$ cat src/rtl/cla_pkg.sv
// Shared types and constants for the nibble-serial lookahead adder.
package cla_pkg;
  localparam int NIBW = 4;

  typedef enum logic [1:0] {
    IDLE = 2'd0,
    RUN  = 2'd1,
    DONE = 2'd2
  } state_t;
endpackage

$ cat src/rtl/cla.sv
// Combinational 4-bit carry-lookahead cell; c[i] is the carry out of bit i.
module cla (
  input  logic [3:0] a,
  input  logic [3:0] b,
  input  logic       ci,
  output logic [3:0] s,
  output logic [3:0] c
);
  logic [3:0] g;
  logic [3:0] p;

  assign g = a & b;
  assign p = a ^ b;

  assign c[0] = g[0] | (p[0] & ci);
  assign c[1] = g[1] | (p[1] & g[0]) | (p[1] & p[0] & ci);
  assign c[2] = g[2] | (p[2] & g[1]) | (p[2] & p[1] & g[0]) | (p[2] & p[1] & p[0] & ci);
  assign c[3] = g[3] | (p[3] & g[2]) | (p[3] & p[2] & g[1]) | (p[3] & p[2] & p[1] & g[0])
              | (p[3] & p[2] & p[1] & p[0] & ci);

  assign s = p ^ {c[2:0], ci};
endmodule

$ cat src/rtl/cla_seq_adder.sv
// Nibble-serial adder: result NIB+1 edges after accept, held until out_ready; one op per NIB+2 cycles.
// Define CLA_SEQ_SUB_EN to enable op=1 subtraction (a + ~b + 1).
module cla_seq_adder
  import cla_pkg::*;
#(
  parameter int WIDTH = 16
) (
  input  logic             clk,
  input  logic             rst_n,
  input  logic             in_valid,
  output logic             in_ready,
  input  logic [WIDTH-1:0] a,
  input  logic [WIDTH-1:0] b,
  input  logic             cin,
  input  logic             op,
  output logic             out_valid,
  input  logic             out_ready,
  output logic [WIDTH-1:0] sum,
  output logic             cout,
  output logic             ovf
);
  localparam int NIB = WIDTH / NIBW;
  localparam int KW  = (NIB > 1) ? $clog2(NIB) : 1;
  localparam logic [KW-1:0] K_LAST = KW'(NIB - 1);

  state_t            state_q, state_d;
  logic [KW-1:0]     k_q;
  logic [WIDTH-1:0]  a_q, b_q, sum_q;
  logic              cin_q, sub_q, carry_q, cout_q, ovf_q;

  logic [NIBW-1:0]   nib_a, nib_b, nib_s, nib_c;
  logic              nib_ci;
  logic [1:0]        unused_c;

  assign in_ready  = (state_q == IDLE);
  assign out_valid = (state_q == DONE);
  assign sum       = sum_q;
  assign cout      = cout_q;
  assign ovf       = ovf_q;

  always_ff @(posedge clk or negedge rst_n) begin
    if (!rst_n) state_q <= IDLE;
    else        state_q <= state_d;
  end

  always_comb begin
    state_d = state_q;
    case (state_q)
      IDLE:    if (in_valid)        state_d = RUN;
      RUN:     if (k_q == K_LAST)   state_d = DONE;
      DONE:    if (out_ready)       state_d = IDLE;
      default:                      state_d = IDLE;
    endcase
  end

  // Subtraction inverts b per nibble and forces the first carry-in high.
  assign nib_a    = a_q[int'(k_q)*NIBW +: NIBW];
  assign nib_b    = b_q[int'(k_q)*NIBW +: NIBW] ^ {NIBW{sub_q}};
  assign nib_ci   = (k_q == '0) ? (sub_q | cin_q) : carry_q;
  assign unused_c = nib_c[1:0];

  cla u_cla (
    .a  (nib_a),
    .b  (nib_b),
    .ci (nib_ci),
    .s  (nib_s),
    .c  (nib_c)
  );

`ifndef CLA_SEQ_SUB_EN
  logic unused_op;
  assign unused_op = op;
`endif

  always_ff @(posedge clk or negedge rst_n) begin
    if (!rst_n) begin
      a_q     <= '0;
      b_q     <= '0;
      cin_q   <= 1'b0;
      sub_q   <= 1'b0;
      k_q     <= '0;
      carry_q <= 1'b0;
      sum_q   <= '0;
      cout_q  <= 1'b0;
      ovf_q   <= 1'b0;
    end else if (state_q == IDLE && in_valid) begin
      a_q   <= a;
      b_q   <= b;
      cin_q <= cin;
`ifdef CLA_SEQ_SUB_EN
      sub_q <= op;
`else
      sub_q <= 1'b0;
`endif
      k_q   <= '0;
    end else if (state_q == RUN) begin
      sum_q[int'(k_q)*NIBW +: NIBW] <= nib_s;
      carry_q <= nib_c[3];
      k_q     <= k_q + 1'b1;
      if (k_q == K_LAST) begin
        cout_q <= nib_c[3];
        ovf_q  <= nib_c[3] ^ nib_c[2];
      end
    end
  end
endmodule
$ cat config.mk
export PLATFORM = sky130hd
export DESIGN_NAME = cla_seq_adder
export DESIGN_NICKNAME = d
export VERILOG_FILES = /design/src/rtl/cla_pkg.sv /design/src/rtl/cla.sv /design/src/rtl/cla_seq_adder.sv
export SDC_FILE = /design/constraint.sdc
export NUM_CORES = 1
export LEC_CHECK = 0
export CORE_MARGIN = 2
export CORE_UTILIZATION = 35
export CTS_CLUSTER_DIAMETER = 80
export CTS_CLUSTER_SIZE = 10
export DETAILED_ROUTE_END_ITERATION = 16
export PLACE_DENSITY = 0.6
export SLEW_MARGIN = 20
export SYNTH_ARGS = -nofsm -noshare
export SYNTH_HDL_FRONTEND = slang
export SYNTH_HIERARCHICAL = 1
export SYNTH_SLANG_ARGS = --single-unit
$ cat constraint.sdc
create_clock -name clk -period 3.4 [get_ports clk]
set_input_delay 0.68 -clock clk [delete_from_list [all_inputs] [get_ports clk]]
set_output_delay 0.68 -clock clk [all_outputs]
set_load 0.02 [all_outputs]
* Word-level counts from Yosys, hierarchy flattened
Index checks and enable logic that the tools add are counted.
** Cells by class
- Shift operators :: 4
- Reduce and logical (&&, ||, !) cells :: 7
- Add/sub/neg operators :: 2
- Bitwise operators :: 31
- Multiplexer cells :: 8
- Eq/ne operators :: 6
** Operators by type and width (count)
- 4-bit negator with 33-bit output :: 1
- 4-bit by 33-bit variable shift with 16-bit output (first input constant) :: 1
- 4-bit by 33-bit variable part select with 16-bit output :: 1
- 16-bit by 5-bit variable part select with 4-bit output :: 2
- 1-bit AND :: 16
- 16-bit bitwise mux :: 1
- 2-bit two-way mux :: 5
- 1-bit OR :: 10
- 4-bit XOR :: 2
- 2-bit one-hot mux with 3 select lines :: 1
- 3-bit AND reduction :: 2
- 4-bit AND :: 1
- 2-bit equality test (second input constant) :: 2
- 2-bit zero test :: 2
- 2-bit by 1-bit != test with 1-bit output (second input constant) :: 2
- 2-bit by 1-bit adder with 2-bit output (second input constant) :: 1
- 2-bit by 1-bit equality test with 1-bit output (second input constant) :: 1
- 2-bit != test (second input constant) :: 1
- 2-bit AND reduction :: 1
- 2-bit nonzero test :: 1
- 1-bit logical AND :: 1
- 1-bit two-way mux :: 1
- 1-bit inverter :: 1
- 1-bit XOR :: 1
** Word-level totals
- Bits of input ports :: 38
- Register bits :: 56
- Logic and storage cells :: 67

* Logic depth before layout (Yosys ltp)
Gate-level depths: netlist of run 1.
- Depth in word-level cells :: 9
- Mapped depth :: 11

* By module
Netlist of run 1, hierarchy kept.
** Modules (own cells, without submodules)
- cla_seq_adder :: times used 1, sequential area each 1401.3 µm², cells each 183, area an instance 2632.5 µm²
- cla :: times used 1, sequential area each 0.0 µm², cells each 15, area an instance 142.6 µm²

* Least setup slack after synthesis of run 1
Ideal clock, no wire load.
- Kind :: register to register
- Start point :: register k_q[0]
- End point :: register sum_q[15], in the netlist sum[15]
- Path slack :: 0.439 ns
- Required time :: 3.318 ns
- Buffers on the path :: 2
- Period minus slack after synthesis :: 2.961 ns
- Cell stages (with the launch flop) :: 10
- Arrival time :: 2.879 ns
- Cells stage by stage :: dfrtp_1 buf_6 buf_2 mux4_2 ha_1 a211oi_2 o21ba_2 xnor2_1 or4bb_2 o22ai_1
** Between the ends
- Elaborated cells between the ends (all ways) :: 26
** RTL lines
- start: declaration :: RTL line cla_seq_adder.sv:27 : logic [KW-1:0] k_q;
- start signal: assignment :: RTL line cla_seq_adder.sv:99 : k_q <= k_q + 1'b1;
- 16-bit by 5-bit variable part select with 4-bit output (*) :: RTL line cla_seq_adder.sv:58 : assign nib_b = b_q[int'(k_q)*NIBW +: NIBW] ^ {NIBW{sub_q}};
- net nib_b[0] :: RTL line cla_seq_adder.sv:31 : logic [NIBW-1:0] nib_a, nib_b, nib_s, nib_c;
- 4-bit AND or 4-bit XOR (tied branches) :: RTL line cla.sv:12, cla.sv:13
- 1-bit AND :: RTL line cla.sv:17 : assign c[2] = g[2] | (p[2] & g[1]) | (p[2] & p[1] & g[0]) | (p[2] & p[1] & p[0] & ci);
- 1-bit OR or 1-bit AND (tied branches) :: RTL line cla.sv:17
- 1-bit OR (*) :: RTL line cla.sv:17
- 4-bit XOR (*) :: RTL line cla.sv:21 : assign s = p ^ {c[2:0], ci};
- net nib_s[3] :: RTL line cla_seq_adder.sv:31
- 4-bit by 33-bit variable part select with 16-bit output (*) :: RTL line cla_seq_adder.sv:97 : sum_q[int'(k_q)*NIBW +: NIBW] <= nib_s;
- 16-bit bitwise mux (*) :: RTL line cla_seq_adder.sv:97
- end signal: indexed assignment :: RTL line cla_seq_adder.sv:97
- end: declaration :: RTL line cla_seq_adder.sv:28 : logic [WIDTH-1:0] a_q, b_q, sum_q;
The timed path passes the listed nets; every way through them passes the cells marked *.
A chain may end at the register's enable or synchronous reset.

* Final worst setup path of run 1
- Start point :: register k_q[0]
- End point :: register sum_q[15], in the netlist sum[15]
** Between the ends
- Word-level cells in the longest chain between the ends :: 9
- Elaborated cells between the ends (all ways) :: 26
** RTL lines
- 16-bit by 5-bit variable part select with 4-bit output (*) :: RTL line cla_seq_adder.sv:57 : assign nib_a = a_q[int'(k_q)*NIBW +: NIBW];
- net nib_a[1] :: RTL line cla_seq_adder.sv:31
- 4-bit AND or 4-bit XOR (tied branches) :: RTL line cla.sv:12, cla.sv:13
- 1-bit AND :: RTL line cla.sv:17
- 1-bit OR or 1-bit AND (tied branches) (2 in a row) :: RTL line cla.sv:17
- 1-bit OR (*) :: RTL line cla.sv:17
- 4-bit XOR (*) :: RTL line cla.sv:21
- net nib_s[3] :: RTL line cla_seq_adder.sv:31
- 4-bit by 33-bit variable part select with 16-bit output (*) :: RTL line cla_seq_adder.sv:97
- 16-bit bitwise mux (*) :: RTL line cla_seq_adder.sv:97
Marks and branches as above.

==> Implementation_results.wiki, run 1 <==
{| class="wikitable"
! Metric !! Value
|-
| Outcome || complete, no violations
|-
| Die Outline Area || between 0.008 and 0.009 mm^2
|-
| Async set-reset flop share out of synthesis || 1.00
|-
| Placeable core region || 0.00769 mm^2
|-
| Count of endpoints failing setup in the final report || 0
|-
| Setup clock skew after layout || 4.72 ps
|-
| Die extent in x || 93.0 um
|-
| Layout cell share with drive strength beyond 1 || 0.300
|-
| Final-layout setup total negative slack || 0 ps
|-
| Register bit total from synthesis || 56
|-
| Syn Nets || 246
|-
| Part of the total power dissipated in sequential elements || 0.312
|-
| Number of top-level pins || between 50 and 60
|-
| Via count of the routed design || ~1700
|-
| Average wire per standard cell || 14.7 um
|-
| Number of buffers added on ports || 56
|-
| Hold-fix buffer count after cts || 0
|-
| Slew Limit Fails || 0
|-
| Antenna viol nets, final || 0
|-
| CTS Buf Count || 5
|-
| Global-route wire length before repair || 8800 um
|-
| Worst min-delay path class || primary input to asynchronous set/reset pin
|-
| DRC || 0
|-
| Max-cap violations || 0
|-
| Mapped Avg Cell Area || between 10 and 15 um^2
|-
| Initial standard-cell utilization of the core || 0.361
|-
| Post-synth cell types || 39
|-
| P per Cell Area || roughly 1100 mW/mm^2
|-
| Sequential cell area || 0.00140 mm^2
|-
| Total power draw || between 3000 and 4000 uW
|-
| Min Clock Period, post-route || 3010 ps
|-
| Post-detailed-route via-to-cell ratio || 4.86
|-
| Total Routed Length || ~5300 um
|-
| Final nets || between 300 and 400
|-
| Switching power summed over all nets || 1480 uW
|-
| Final number of hold-violating endpoints || 0
|-
| Worst-Margin Slew || 697 ps
|-
| Worst stage delay on the critical path || approximately 620 ps
|-
| Worst path required time || 3630 ps
|-
| Launching point of the worst reg2reg path || k_q[0]
|-
| Layout-stage area growth over the synthesis result || 27.3%
|-
| Critical path endpoint category || register
|-
| Share of synthesized area occupied by flip-flops and latches || 0.505
|-
| Clock power frac || 0.102
|-
| Number of flops mapped to enable cells by yosys || 0
|-
| Multi-input logic area || 0.00125 mm^2
|-
| Clock buffer depth || 2
|-
| Slowest stage cell on the critical path || or4bb_2
|-
| Clock root buffer || clkbuf_8
|-
| Fraction of the cycle the final worst path needs || 0.885
|-
| CP startpoint kind || register
|-
| Critical Path, Cell by Cell || buf_4, mux4_2, ha_1, o21ai_0, o21ba_2, xnor2_1, or4bb_2, o22ai_1
|-
| Number of global-route vias before repair || ~1800
|-
| First DRT Iteration DRCs || 54
|-
| Setup Fix Bufs, Post-CTS || 0
|-
| Worst reg2reg path endpoint || sum[15]
|-
| Synth top area cells || dfrtp_1 50%, mux2_2 17%, mux4_2 6.5%, ha_1 4.1%, o32ai_1 2.2%
|-
| Die Span Y || 93.0 um
|-
| Number of warnings printed during yosys synthesis || 6
|-
| Cell depth of the worst flop-to-flop path || 8
|-
| CP startpoint || k_q[0]
|-
| P_int || 2310 uW
|-
| Largest area contributor in the netlist || dfrtp_1
|-
| Filler cell count || 722
|-
| Clock latency at the later pin of the worst-skew pair || roughly 300 ps
|-
| Setup crit end || sum[15]
|-
| CP max FO || 8
|-
| Number of H-tree branching levels || 2
|-
| Number of diodes || 0
|-
| Worst Path Class, Setup || register to register
|-
| Drt pass-1 iters || 4
|-
| Maximum achievable frequency || 332 MHz
|-
| Area share of the leading cell type in the synthesized netlist || 0.505
|-
| Initial antenna violation count || 0
|-
| Mapped Cells || 198
|-
| Peak supply drop || 0.000430 V
|-
| Count of instances resized after the clock tree is built || 0
|-
| Number of clock sinks || 56
|-
| Setup repair after global routing missed its margin || no
|-
| Switching power share of the total || 0.391
|-
| Pin count of the biggest net entering global routing || 57
|-
| Comb pwr share || 0.586
|-
| Residual overflow from global routing || 0
|-
| Number of core rows || 32
|-
| Sum of net half-perimeters after detailed placement || slightly below 4000 um
|-
| Slew headroom || 0.536
|-
| TritonCTS clock tree || yes
|-
| Clock-pin slew of the registers on the worst-case setup and hold paths || 90 ps
|-
| Weighted congestion at the end of routability-driven global placement || 0.727
|-
| GRT Overall Usage || 0.131
|-
| Leakage || 0.00147 uW
|-
| Arrival time worst endpoint || 3240 ps
|-
| Syn Std Cell Area || between 0.002 and 0.003 mm^2
|-
| Register-to-register path setup slack || just under 400 ps
|-
| Primary flip-flop cell chosen by synthesis mapping || dfrtp_1
|}
==> cells in the mapped netlist, types with 3 or more instances <==
cell type,n
clkbuf_1,5
dfrtp_1,56
o32ai_1,7
mux4_2,8
mux2_2,41
buf_6,4
and3b_1,3
nand2b_1,3
nand2_1,7
inv_1,13
xor2_1,3
nor2_1,3
ha_1,9
o22ai_1,3
==> state kept, by name, summed over array words and instances (netlist names) <==
register,count
a_q,16
b_q,16
carry_q,1
cin_q,1
cout,1
k_q,2
ovf,1
state_q,2
sum,16
==> metal layers <==
metal / wire, um / vias up / share of wire / global-route usage
met4: 87 / 0 / 0.016 / 0.0478
met5: 0 / - / 0 / 0
met1: 2510 / 852 / 0.47 / 0.183
met3: 221 / 7 / 0.042 / 0.0250
met2: 2470 / 44 / 0.47 / 0.203
li1: - / 842 / - / -
==> cells by family (layout without fill, tap and decap cells) <==
| logic type | count (synthesis) | in the layout | share of synthesized area |
|---|---|---|---|
| DFF | 56 | 56 | 0.505 |
| AOI/OAI and AO/OA | 20 | 20 | 0.0586 |
| buffers and inverters | 25 | 84 | 0.0455 |
| adders and majority gates | 10 | 10 | 0.0478 |
| and+or+nand+nor | 33 | 33 | 0.0951 |
| xor gates and xnor gates | 4 | 4 | 0.0126 |
| muxes | 50 | 50 | 0.235 |
==> area by class of cell <==
cell class,count,area share
Clock buffer,7,0.0273
Timing Repair Buffer,63,0.172
Sequential cell,56,0.397
Tap cell,102,0.0361
Inverter,14,0.0149
Multi-Input combinational cell,117,0.353
==> power by group through the flow <==
| stage | clock network [uW] | logic, uW | registers, uW |
|---|---|---|---|
| 2_1_floorplan | 0 | 1550 | 1200 |
| 3_3_place_gp | 0 | 2210 | 1200 |
| 3_5_place_dp | 0 | 2240 | 1210 |
| 4_1_cts | 405 | 2250 | 1190 |
| 5_1_grt | 420 | 2460 | 1230 |
| 6_report | 387 | 2220 | 1180 |
==> metrics by stage <==
| stage | util | cells | cell area [um^2] | setup WS [ps] | hold slack, ps |
|---|---|---|---|---|---|
| final | 0.460 | 359 | 3530 | 392 | 491 |
| after global routing | 0.460 | 359 | 3530 | 109 | 531 |
| after CTS | 0.460 | 359 | 3530 | 356 | 499 |
| after detailed placement | 0.447 | 352 | 3440 | 391 | 477 |
| after global placement | 0.447 | 352 | 3440 | 397 | 470 |
| after floorplan | - | 198 | 2780 | 439 | 384 |
==> placed cells by master, fill, tap and decap left out, drive strengths merged, types with 3 or more instances in the layout <==
cell type,count
and3b,4
buf,8
clkbuf,7
clkdlybuf4s50,55
dfrtp,56
ha,9
inv,14
mux2,42
mux4,8
nand2,7
nand2b,3
nor2,3
o22ai,3
o32ai,7
or4bb,3
xor2,3
==> worst max-delay path, delay by kind of cell, from the launching register on <==
family	cells	cell delay (ps)
xor+xnor	1	210
compound gates	3	440
flops	1	600
simple gates	1	620
mux	1	500
buf+inv	1	220
fa+ha+maj	1	340
==> how the worst min path moves through the flow <==
stage / start / end / slack (ps) / depth (start not counted)
2_1_floorplan: rst_n / a_q[0] / 380 / 0
3_3_place_gp: a_q[13] / a_q[13] / 470 / 1
3_5_place_dp: a_q[13] / a_q[13] / 480 / 1
4_1_cts: a_q[13] / a_q[13] / 500 / 1
5_1_grt: sum[7] / sum[7] / 530 / 1
6_report: rst_n / sum[0] / 490 / 2
Power figures use the tool's default switching activity.
==> run 2, diff against run 1 <==
Settings changed: CAP_MARGIN set to 20.
==> results of run 2 <==
The final DEF is identical to that of run 1; final timing and power are the same.
==> run 3, diff against run 2 <==
Settings changed: CTS_CLUSTER_DIAMETER 80 to 100, SETUP_SLACK_MARGIN set to 0.15.
==> run 3 against run 2 <==
Effect of this change: combinational power barely moved; maximum frequency rose by 4.5%; via count did not move; non-clock buffer count did not move; worst setup slack improved by 130 ps; global-route usage did not move.
==> Implementation_results.wiki, run 3 (synthesized netlist as in run 1, its figures left out) <==
{| class="wikitable"
! Metric !! Value
|-
| Worst-Margin Slew || 697 ps (-0.0546 ps)
|-
| Launching point of the worst reg2reg path || k_q[0]
|-
| Final-layout setup total negative slack || 0 ps (unchanged)
|-
| Pin count of the biggest net entering global routing || 57 (unchanged)
|-
| Outcome || complete, no violations
|-
| Weighted congestion at the end of routability-driven global placement || 0.727 (unchanged)
|-
| Util after Layout || 0.460 (about the same)
|-
| Arrival time worst endpoint || 3110 ps (-130 ps)
|-
| Peak supply drop || 0.000430 V (about the same)
|-
| Highest-utilization routing layer at the global route stage || met2
|-
| Worst stage delay on the critical path || 620 ps (about the same)
|-
| Sum of net half-perimeters after detailed placement || 3870 um (unchanged)
|-
| CP startpoint kind || register
|-
| First DRT Iteration DRCs || 54 (unchanged)
|-
| Fraction of the cycle the final worst path needs || 0.847 (-0.0377)
|-
| Layout-stage area growth over the synthesis result || 27.4% (about the same)
|-
| Antenna viol nets, final || 0 (unchanged)
|-
| P per Cell Area || 1070 mW/mm^2 (about the same)
|-
| Die extent in x || 93.0 um (unchanged)
|-
| Worst path required time || 3630 ps (about the same)
|-
| Slew Limit Fails || 0 (unchanged)
|-
| Placeable core region || 0.00769 mm^2 (unchanged)
|-
| Worst min-delay path class || primary input to asynchronous set/reset pin
|-
| Die Span Y || 93.0 um (unchanged)
|-
| Highest-count cells in the layout ignoring fill and taps || 55 x dfrtp_1, 55 x clkdlybuf4s50_1, 41 x mux2_2, 13 x inv_1, 9 x ha_1
|-
| CTS Buf Count || 5 (unchanged)
|-
| Number of H-tree branching levels || 2 (unchanged)
|-
| Clock latency at the later pin of the worst-skew pair || 300 ps (about the same)
|-
| Worst Path Class, Setup || register to register
|-
| Setup Fix Bufs, Post-CTS || 0 (unchanged)
|-
| Maximum achievable frequency || 347 MHz (+4.5%)
|-
| Number of clock sinks || 56 (unchanged)
|-
| Number of diodes || 0 (unchanged)
|-
| Residual overflow from global routing || 0 (unchanged)
|-
| Number of global-route vias before repair || 1808 (unchanged)
|-
| Global-route wire length before repair || 8800 um (unchanged)
|-
| Number of buffers added on ports || 56 (unchanged)
|-
| Clock root buffer || clkbuf_8
|-
| CP max FO || 8 (unchanged)
|-
| Final number of hold-violating endpoints || 0 (unchanged)
|-
| Number of core rows || 32 (unchanged)
|-
| Cell depth of the worst flop-to-flop path || 8 (unchanged)
|-
| TritonCTS clock tree || yes
|-
| Cell Area, Placed || 0.00344 mm^2 (unchanged)
|-
| Drt pass-1 iters || 4 (unchanged)
|-
| Average wire per standard cell || 14.7 um (unchanged)
|-
| Leakage || 0.00147 uW (about the same)
|-
| Layout cell share with drive strength beyond 1 || 0.304 (+0.00389)
|-
| Met1 capacity usage during global routing || 0.183 (unchanged)
|-
| CP startpoint || k_q[0]
|-
| Via count of the routed design || 1745 (unchanged)
|-
| Post-detailed-route via-to-cell ratio || 4.86 (unchanged)
|-
| Critical Path, Cell by Cell || buf_4, mux4_2, ha_1, o21ai_0, o21ba_2, xnor2_1, or4bb_2, o22ai_1
|-
| Initial antenna violation count || 0 (unchanged)
|-
| Met2 Track Usage GR || 0.203 (unchanged)
|-
| DRC || 0 (unchanged)
|-
| Setup clock skew after layout || 4.72 ps (+0.00125 ps)
|-
| Die Outline Area || 0.00866 mm^2 (unchanged)
|-
| Clock buffer depth || 2 (unchanged)
|-
| Min Clock Period, post-route || 2880 ps (-128 ps)
|-
| Initial standard-cell utilization of the core || 0.361 (unchanged)
|-
| Hold-fix buffer count after cts || 0 (unchanged)
|-
| Slew headroom || 0.536 (about the same)
|-
| Count of endpoints failing setup in the final report || 0 (unchanged)
|-
| Final non-filler cell area || 0.00353 mm^2 (about the same)
|-
| Met3 track demand over resource in global routing || 0.0250 (unchanged)
|-
| Slowest stage cell on the critical path || or4bb_2
|-
| Setup repair after global routing missed its margin || no
|-
| Clock-pin slew of the registers on the worst-case setup and hold paths || 90 ps (about the same)
|-
| GRT Overall Usage || 0.131 (unchanged)
|-
| Count of instances resized after the clock tree is built || 0 (unchanged)
|-
| Final nets || 305 (unchanged)
|-
| Max-cap violations || 0 (unchanged)
|-
| Total Routed Length || 5290 um (unchanged)
|-
| Critical path endpoint category || register
|-
| Number of top-level pins || 58 (unchanged)
|}
run 3: cell types whose count changed in the layout (fill, tap and decap cells not counted):
cell | previous run | this run
dfrtp_1 | 56 | 55
dfrtp_2 | 0 | 1
run 3: critical path, delay by kind of cell, from the launching register on:
family,cells,cell delay (ps)
adder cells (fa/ha/maj),1,340
XOR/XNOR,1,210
buffers and inverters,1,190
flip-flops,1,510
AO/OA/AOI/OAI,3,440
multiplexers,1,500
AND/OR/NAND/NOR,1,620
run 3: path summary, 6_finish.rpt:
kind | end | slack, ps
worst max-delay path | sum[15] | 520
worst min-delay path | sum[0] | 490
worst max register to register | sum[15] | 520
worst min register to register | a_q[13] | 490
max in group asynchronous | k_q[0] | 2390
min in group clk | a_q[13] | 490
run 3: per-stage QoR:
stage               hold WS, ps  worst slack, ps  std cells  total power [uW]
floorplan                   384              439        198              2740
global placement            470              397        352              3410
global route                531              263        359              4110
finish                      491              521        359              3790
detailed placement          477              391        352              3450
CTS                         499              356        359              3850
run 3: cell type report:
class / instances / area, um^2
well taps: 102 / 128
multi-input cells: 117 / 1250
repair buffers: 63 / 608
flip-flops and latches: 56 / 1400
inverters: 14 / 52.6
clock buffers: 7 / 96.3
fillers: 721 / 4150
run 3: per-layer routing:
layer | share of wire | wire length [um]
met1 | 0.47 | 2510
met2 | 0.47 | 2470
met3 | 0.042 | 221
met4 | 0.016 | 87
met5 | 0 | 0
run 3: power by group:
| part | switching [uW] | leakage (uW) | internal [uW] |
|---|---|---|---|
| sequential | 211 | 0.000693 | 971 |
| combinational | 1060 | 0.000729 | 1160 |
| clock | 205 | 0.0000503 | 182 |
| total | 1480 | 0.00147 | 2310 |
